`src/rtl/exu_wb_arbiter_pkg.sv`:
```
// exu_wb_arbiter_pkg: types and helpers shared by the EXU writeback arbiter.
//   wb_req_t   - one writeback result {valid, rd_addr, data, tag}
//   WB_REQ_*   - requester indices (ALU, MUL, DIV, LSU)
//   tag_older  - wrap-aware instr_tag age comparison
package exu_wb_arbiter_pkg;

  localparam int unsigned WB_XLEN    = 32;
  localparam int unsigned WB_TAG_W   = 8;
  localparam int unsigned WB_NUM_REQ = 4;

  localparam int unsigned WB_REQ_ALU = 0;
  localparam int unsigned WB_REQ_MUL = 1;
  localparam int unsigned WB_REQ_DIV = 2;
  localparam int unsigned WB_REQ_LSU = 3;

  typedef struct packed {
    logic                valid;
    logic [4:0]          rd_addr;
    logic [WB_XLEN-1:0]  data;
    logic [WB_TAG_W-1:0] tag;
  } wb_req_t;

  // a is older than b when (a - b) mod 2^TAG_W has its MSB set
  function automatic logic tag_older(input logic [WB_TAG_W-1:0] a,
                                     input logic [WB_TAG_W-1:0] b);
    logic [WB_TAG_W-1:0] diff;
    diff = a - b;
    return diff[WB_TAG_W-1];
  endfunction

endpackage

```
`src/rtl/exu_wb_arbiter_skid_buf.sv`:
```
// wb_skid_buf: one-entry holding buffer for a writeback source that lost
// arbitration.
//   clk, rstn  - clock, asynchronous active-low reset
//   capture_i  - load entry_i (entry_i.valid is expected high)
//   clear_i    - drop the held entry (it was granted)
//   entry_i    - result to hold
//   entry_o    - held result, entry_o.valid is the occupancy flag
//   valid_o    - occupancy
//   ready_o    - source may present a new result (~valid)
module wb_skid_buf
  import exu_wb_arbiter_pkg::*;
(
  input  logic    clk,
  input  logic    rstn,
  input  logic    capture_i,
  input  logic    clear_i,
  input  wb_req_t entry_i,
  output wb_req_t entry_o,
  output logic    valid_o,
  output logic    ready_o
);

  wb_req_t entry_q;

  always_ff @(posedge clk or negedge rstn) begin
    if (!rstn) begin
      entry_q <= '0;
    end else if (capture_i) begin
      entry_q <= entry_i;
    end else if (clear_i) begin
      entry_q.valid <= 1'b0;
    end
  end

  assign entry_o = entry_q;
  assign valid_o = entry_q.valid;
  assign ready_o = ~entry_q.valid;

endmodule

```
`src/rtl/exu_wb_arbiter.sv`:
```
// exu_wb_arbiter: shares the single EXU writeback port between ALU, MUL,
// DIV and LSU. Each source owns a one-entry holding buffer so results that
// lose arbitration are retained; one result retires per cycle.
//   clk, rstn          - clock, asynchronous active-low reset
//   req_valid          - per-source result valid            [NUM_REQ]
//   req_rd_addr        - per-source destination register    [NUM_REQ x 5]
//   req_data           - per-source result                  [NUM_REQ x XLEN]
//   req_tag            - per-source instr_tag               [NUM_REQ x TAG_W]
//   req_ready          - source may present a new result (~buf_valid)
//   exu_wb_rd_wr_en    - registered write enable
//   exu_wb_rd_addr     - registered destination register
//   exu_wb_data        - registered writeback data
//   exu_wb_instr_tag   - registered tag of the retired result
//   wb_arb_busy        - any holding buffer occupied (IDU1 stall term)
// Build option: WB_ARB_RR_EN selects round-robin priority; without it the
// highest index wins (LSU > DIV > MUL > ALU) and no pointer is built.
module exu_wb_arbiter
  import exu_wb_arbiter_pkg::*;
#(
  parameter int unsigned XLEN    = WB_XLEN,
  parameter int unsigned NUM_REQ = WB_NUM_REQ,
  parameter int unsigned TAG_W   = WB_TAG_W
) (
  input  logic                     clk,
  input  logic                     rstn,
  input  logic [NUM_REQ-1:0]       req_valid,
  input  logic [NUM_REQ*5-1:0]     req_rd_addr,
  input  logic [NUM_REQ*XLEN-1:0]  req_data,
  input  logic [NUM_REQ*TAG_W-1:0] req_tag,
  output logic [NUM_REQ-1:0]       req_ready,
  output logic                     exu_wb_rd_wr_en,
  output logic [4:0]               exu_wb_rd_addr,
  output logic [XLEN-1:0]          exu_wb_data,
  output logic [TAG_W-1:0]         exu_wb_instr_tag,
  output logic                     wb_arb_busy
);

  localparam int unsigned IDX_W = (NUM_REQ > 1) ? $clog2(NUM_REQ) : 1;

  wb_req_t              live  [NUM_REQ];
  wb_req_t              buf_q [NUM_REQ];
  wb_req_t              eff   [NUM_REQ];
  logic [NUM_REQ-1:0]   buf_valid;
  logic [NUM_REQ-1:0]   cand;
  logic [NUM_REQ-1:0]   elig;
  logic [NUM_REQ-1:0]   gnt;
  logic [NUM_REQ-1:0]   capture;
  logic [NUM_REQ-1:0]   clear;
  logic                 gnt_any;
  logic [IDX_W-1:0]     gnt_idx;

  logic                 wr_en_q;
  logic [4:0]           rd_q;
  logic [XLEN-1:0]      data_q;
  logic [TAG_W-1:0]     tag_q;

  // Effective request per source: the held entry if any, otherwise the live
  // input (only accepted while ready, i.e. while the buffer is empty).
  always_comb begin
    for (int unsigned i = 0; i < NUM_REQ; i++) begin
      live[i].valid   = req_valid[i] & ~buf_valid[i];
      live[i].rd_addr = req_rd_addr[i*5 +: 5];
      live[i].data    = req_data[i*XLEN +: XLEN];
      live[i].tag     = req_tag[i*TAG_W +: TAG_W];
      eff[i]          = buf_valid[i] ? buf_q[i] : live[i];
      // x0 results are consumed on the spot and never compete
      cand[i]         = eff[i].valid & (|eff[i].rd_addr);
    end
  end

  // Same-register age override: an entry is masked while any other candidate
  // targeting the same register carries an older tag.
  always_comb begin
    for (int unsigned i = 0; i < NUM_REQ; i++) begin
      elig[i] = cand[i];
      for (int unsigned j = 0; j < NUM_REQ; j++) begin
        if (j != i && cand[j] && eff[j].rd_addr == eff[i].rd_addr &&
            tag_older(eff[j].tag, eff[i].tag)) begin
          elig[i] = 1'b0;
        end
      end
    end
  end

`ifdef WB_ARB_RR_EN
  logic [IDX_W-1:0] ptr_q;
  logic [IDX_W-1:0] ptr_d;

  always_comb begin
    int unsigned idx;
    idx     = 0;
    gnt_any = 1'b0;
    gnt_idx = '0;
    for (int unsigned k = 0; k < NUM_REQ; k++) begin
      idx = (int'(ptr_q) + k) % NUM_REQ;
      if (!gnt_any && elig[idx]) begin
        gnt_any = 1'b1;
        gnt_idx = IDX_W'(idx);
      end
    end
    ptr_d = ptr_q;
    if (gnt_any) begin
      ptr_d = (gnt_idx == IDX_W'(NUM_REQ - 1)) ? '0 : gnt_idx + 1'b1;
    end
  end

  always_ff @(posedge clk or negedge rstn) begin
    if (!rstn) begin
      ptr_q <= '0;
    end else begin
      ptr_q <= ptr_d;
    end
  end
`else
  // Ascending scan: a later (higher) index overrides, so the highest wins.
  always_comb begin
    gnt_any = 1'b0;
    gnt_idx = '0;
    for (int unsigned i = 0; i < NUM_REQ; i++) begin
      if (elig[i]) begin
        gnt_any = 1'b1;
        gnt_idx = IDX_W'(i);
      end
    end
  end
`endif

  // Ungranted live non-x0 results are captured; granted held results clear.
  always_comb begin
    for (int unsigned i = 0; i < NUM_REQ; i++) begin
      gnt[i]     = gnt_any && (gnt_idx == IDX_W'(i));
      capture[i] = live[i].valid & (|live[i].rd_addr) & ~gnt[i];
      clear[i]   = buf_valid[i] & gnt[i];
    end
  end

  for (genvar g = 0; g < NUM_REQ; g++) begin : g_buf
    wb_skid_buf u_buf (
      .clk       (clk),
      .rstn      (rstn),
      .capture_i (capture[g]),
      .clear_i   (clear[g]),
      .entry_i   (live[g]),
      .entry_o   (buf_q[g]),
      .valid_o   (buf_valid[g]),
      .ready_o   (req_ready[g])
    );
  end

  // Payload registers hold their last value while no write is granted.
  always_ff @(posedge clk or negedge rstn) begin
    if (!rstn) begin
      wr_en_q <= 1'b0;
      rd_q    <= '0;
      data_q  <= '0;
      tag_q   <= '0;
    end else begin
      wr_en_q <= gnt_any;
      if (gnt_any) begin
        rd_q   <= eff[gnt_idx].rd_addr;
        data_q <= eff[gnt_idx].data;
        tag_q  <= eff[gnt_idx].tag;
      end
    end
  end

  assign exu_wb_rd_wr_en  = wr_en_q;
  assign exu_wb_rd_addr   = rd_q;
  assign exu_wb_data      = data_q;
  assign exu_wb_instr_tag = tag_q;
  assign wb_arb_busy      = |buf_valid;

endmodule
```
`config.mk`:
```
export PLATFORM = sky130hd
export DESIGN_NAME = exu_wb_arbiter
export DESIGN_NICKNAME = d
export VERILOG_FILES = /design/src/rtl/exu_wb_arbiter_pkg.sv /design/src/rtl/exu_wb_arbiter_skid_buf.sv /design/src/rtl/exu_wb_arbiter.sv
export SDC_FILE = /design/constraint.sdc
export NUM_CORES = 1
export LEC_CHECK = 0
export ABC_AREA = 1
export ABC_CLOCK_PERIOD_IN_PS = 4900
export CAP_MARGIN = 20
export CORE_ASPECT_RATIO = 0.5
export CORE_MARGIN = 5
export CORE_UTILIZATION = 50
export DETAILED_ROUTE_END_ITERATION = 6
export PLACE_DENSITY = 0.75
export SYNTH_ARGS = -nofsm -noshare
export SYNTH_HDL_FRONTEND = slang
export SYNTH_SLANG_ARGS = --single-unit
```
`constraint.sdc`:
```
create_clock -name clk -period 4.9 [get_ports clk]
set_input_delay 1.225 -clock clk [delete_from_list [all_inputs] [get_ports clk]]
set_output_delay 1.225 -clock clk [all_outputs]
set_load 0.02 [all_outputs]
```
==> results.md <==
- Post-synth ARST share: 100.0%
- Critical path data arrival time: 4.50 ns
- CTS tree: done
- Via Count: 15520
- Dominant cell type by area after synthesis: dfrtp_1
- Most common cell after layout, fill and taps aside: nand2_1
- Area added between synthesis and finish: 23.19%
- Setup TNS: 0 ns
- Layout cells sized above 1: between 6 and 7%
- PortBufs: ~240
- DRT iter0 DRCs: 1233
- Top-level I/O count: 237
- Die area: 35020 um^2
- WL final: 49870 um
- Core box area: 30520 um^2
- First-pass GRT wire length: 78260 um
- Vias in the first global route: 14620
- Final Skew: around 0.026 ns
- Post-DP Area: 18450 um^2
- Clock Tree Buf Depth: 3
- Post-DP HPWL: 37480 um
- Syn nets: 2592
- Post-synth EDFFs: 0
- Synth Register Bits: 230
- Crit Path Class: in2reg
- Crit-path max cell delay: 0.41 ns
- Chip height: 134.9 um
- Synth Flop Type: dfrtp_1
- GP Congestion: 0.9610
- Post-DR wirelength/cell: approximately 17 um
- Sink Count: 230
- Required @ worst endpoint: 5.37 ns
- Hold Path Class: reg2reg
- Nets@finish: 2786
- Measured slew at the worst slew-check pin: about 0.81 ns
- Startpoint types: input port
- Global route overflow: 0
- DRC: 0
- Row count: 45
- Synthesized area: about 16000 um^2
- Final Setup Violations: 0
- Final Cell Area: approximately 19000 um^2
- CP Max Fanout: 39
- Final ANT Viol Nets: 0
- Slew Viols, Final: 0
- Insertion delay to the later sink of the worst-skew pair: between 0.5 and 0.6 ns
- Upper clock frequency limit: roughly 250 MHz
- First drt pass iteration count: 5
- Post-cts resize count: 0
- RSZ-0062 raised after global routing: no
- Vias/cell: 5.228
- Synth Instances: 2334
- Seq/Total Area, Yosys: between 30% and 40%
- Top post-synthesis cells by area: dfrtp_1, nand2_1, nand3_1
- Pwr Density: 758.7 nW/um^2
- CP max stage cell: clkdlybuf4s50_1
- Largest net degree at the start of global routing: 92
- Synth top area share: a little under two fifths
- Post-synth cell types: 36
- VDD IR max: 0.4047 mV
- Crit share post-route: 82.21%
- Inserted Clock Buffers: 23
- Leak: 9.847 nW
- Total GRT Usage: 27.75%
- Syn Area/Cell: approximately 6.7 um^2
- Final hold violation count: 0
- Tmin final: 4.028 ns
- H-Tree Depth: 1
- Cell Chain, Critical Path: clkdlybuf4s50_1 > o21ai_0 > inv_1 > ha_1 > a21oi_1 > nor2_1 > nor3_1 > nand2_1 > nand2_1 > nand2_1 > nand2_1 > nand2_1 > nor2_2 > nand3_4 > inv_2 > buf_12 > nand2_1 > nand3_1 > nor2b_1
- CTS clk-pin slew, worst paths: 0.07 ns
- Post-CTS setup buffer count: 0
- Starting Density: 51.08%
- Ys Warns: 0
- Status: completed
- CTS Hold Bufs: 0
- DIE WIDTH: 259.7 um
- Most used cell, CP: nand2_1
- Fillers: 2775
- CP endpoint kind: flop
- Max_cap viols: 0
- Most frequent cells in the layout: nand2_1, inv_1, clkdlybuf4s50_1, dfrtp_1, nand3_1
- Root Driver: clkbuf_16
- Slew headroom: 45.48%
- Initial antenna violation count: 0
[cell type report]
| class | instances | area [um^2] | share of cell area, % |
|---|---|---|---|
| Timing Repair Buffer | 294 | 2940 | 15.31 |
| Tap cell | 423 | 529.3 | 2.756 |
| Multi-Input combinational cell | 1717 | 8239 | 42.91 |
| Sequential cell | 230 | 5759 | 29.99 |
| Antenna cell | 1 | 2.502 | 0.01303 |
| Clock inverter | 9 | 88.84 | 0.4626 |
| Clock buffer | 32 | 659.4 | 3.434 |
| Inverter | 262 | 983.4 | 5.122 |
[path summary, 6_finish.rpt]
| check | slack, ns | start | end | cells after the start |
|---|---|---|---|---|
| max | 0.87 | req_tag[20] | exu_wb_data[14] | 19 |
| min | 0.47 | g_buf[0].u_buf.entry_o[6] | g_buf[0].u_buf.entry_o[6] | 2 |
| max reg2reg | 1.11 | g_buf[3].u_buf.valid_o | g_buf[0].u_buf.entry_o[21] | 21 |
| min reg2reg | 0.47 | g_buf[0].u_buf.entry_o[6] | g_buf[0].u_buf.entry_o[6] | 2 |
| max in group asynchronous | 3.25 | rstn | g_buf[2].u_buf.entry_o[13] | 2 |
| min in group asynchronous | 0.66 | rstn | g_buf[0].u_buf.entry_o[26] | 1 |
[stage by stage]
stage	worst slack [ns]	total power [mW]	instances	utilization (%)	hold slack, ns
floorplan	1.220	9.718	2334	-	0.4345
global placement	0.3494	12.55	2926	60.46	0.4479
detailed placement	0.3050	12.70	2926	60.46	0.4521
CTS	0.8713	14.55	2967	62.92	0.4683
global route	0.6077	15.89	2967	62.92	0.4934
finish	0.8716	14.57	2968	62.92	0.4678
[worst max-delay path: cells and delay by family]
kind                       cells  cell delay (ns)
and+or+nand+nor               12             1.54
buffers and inverters          4             0.93
AOI/OAI and AO/OA              2             0.43
adders and majority gates      1             0.34
[registers in the layout, summed over array words and instances (netlist names)]
register and count:
g_buf.u_buf.valid_o 4, g_buf.u_buf.entry_o 180, exu_wb_rd_addr 5, exu_wb_instr_tag 8, exu_wb_data 32, exu_wb_rd_wr_en 1
[power breakdown]
group / internal, mW / switching (mW)
clock: 1.00 / 0.808
sequential: 2.85 / 0.506
combinational: 3.41 / 5.99
total: 7.26 / 7.30
[cells in the mapped netlist (10+ instances only)]
library cell / instances
a21oi_1: 75
dfrtp_1: 230
buf_2: 47
buf_4: 17
clkbuf_1: 54
o21a_1: 10
o21ai_1: 62
nor2b_1: 35
inv_1: 251
ha_1: 72
nand2_1: 830
or2_2: 18
nand4_1: 35
nor2_1: 152
o21ai_0: 187
nand3_1: 195
inv_2: 10
[cells by family (layout without fill, tap and decap cells)]
| family | after synthesis | count (layout) | share of synthesized area, % |
|---|---|---|---|
| AND/OR/NAND/NOR | 1292 | 1292 | 34.81 |
| buffers and inverters | 387 | 597 | 10.35 |
| AO/OA/AOI/OAI | 343 | 343 | 11.53 |
| flip-flops | 230 | 230 | 36.92 |
| adder cells (fa/ha/maj) | 72 | 72 | 5.779 |
| XOR/XNOR | 10 | 10 | 0.6101 |
| other | 0 | 1 | 0 |
[metal layers]
metal / up-vias / part of all wire (%) / track usage (%)
met4: 0 / 3.8 / 9.557
li1: 7737 / - / -
met1: 7238 / 41 / 35.67
met5: - / 0 / 0
met2: 430 / 50 / 49.02
met3: 112 / 4.7 / 3.288
Note: power is estimated with default switching activity, not from simulation.
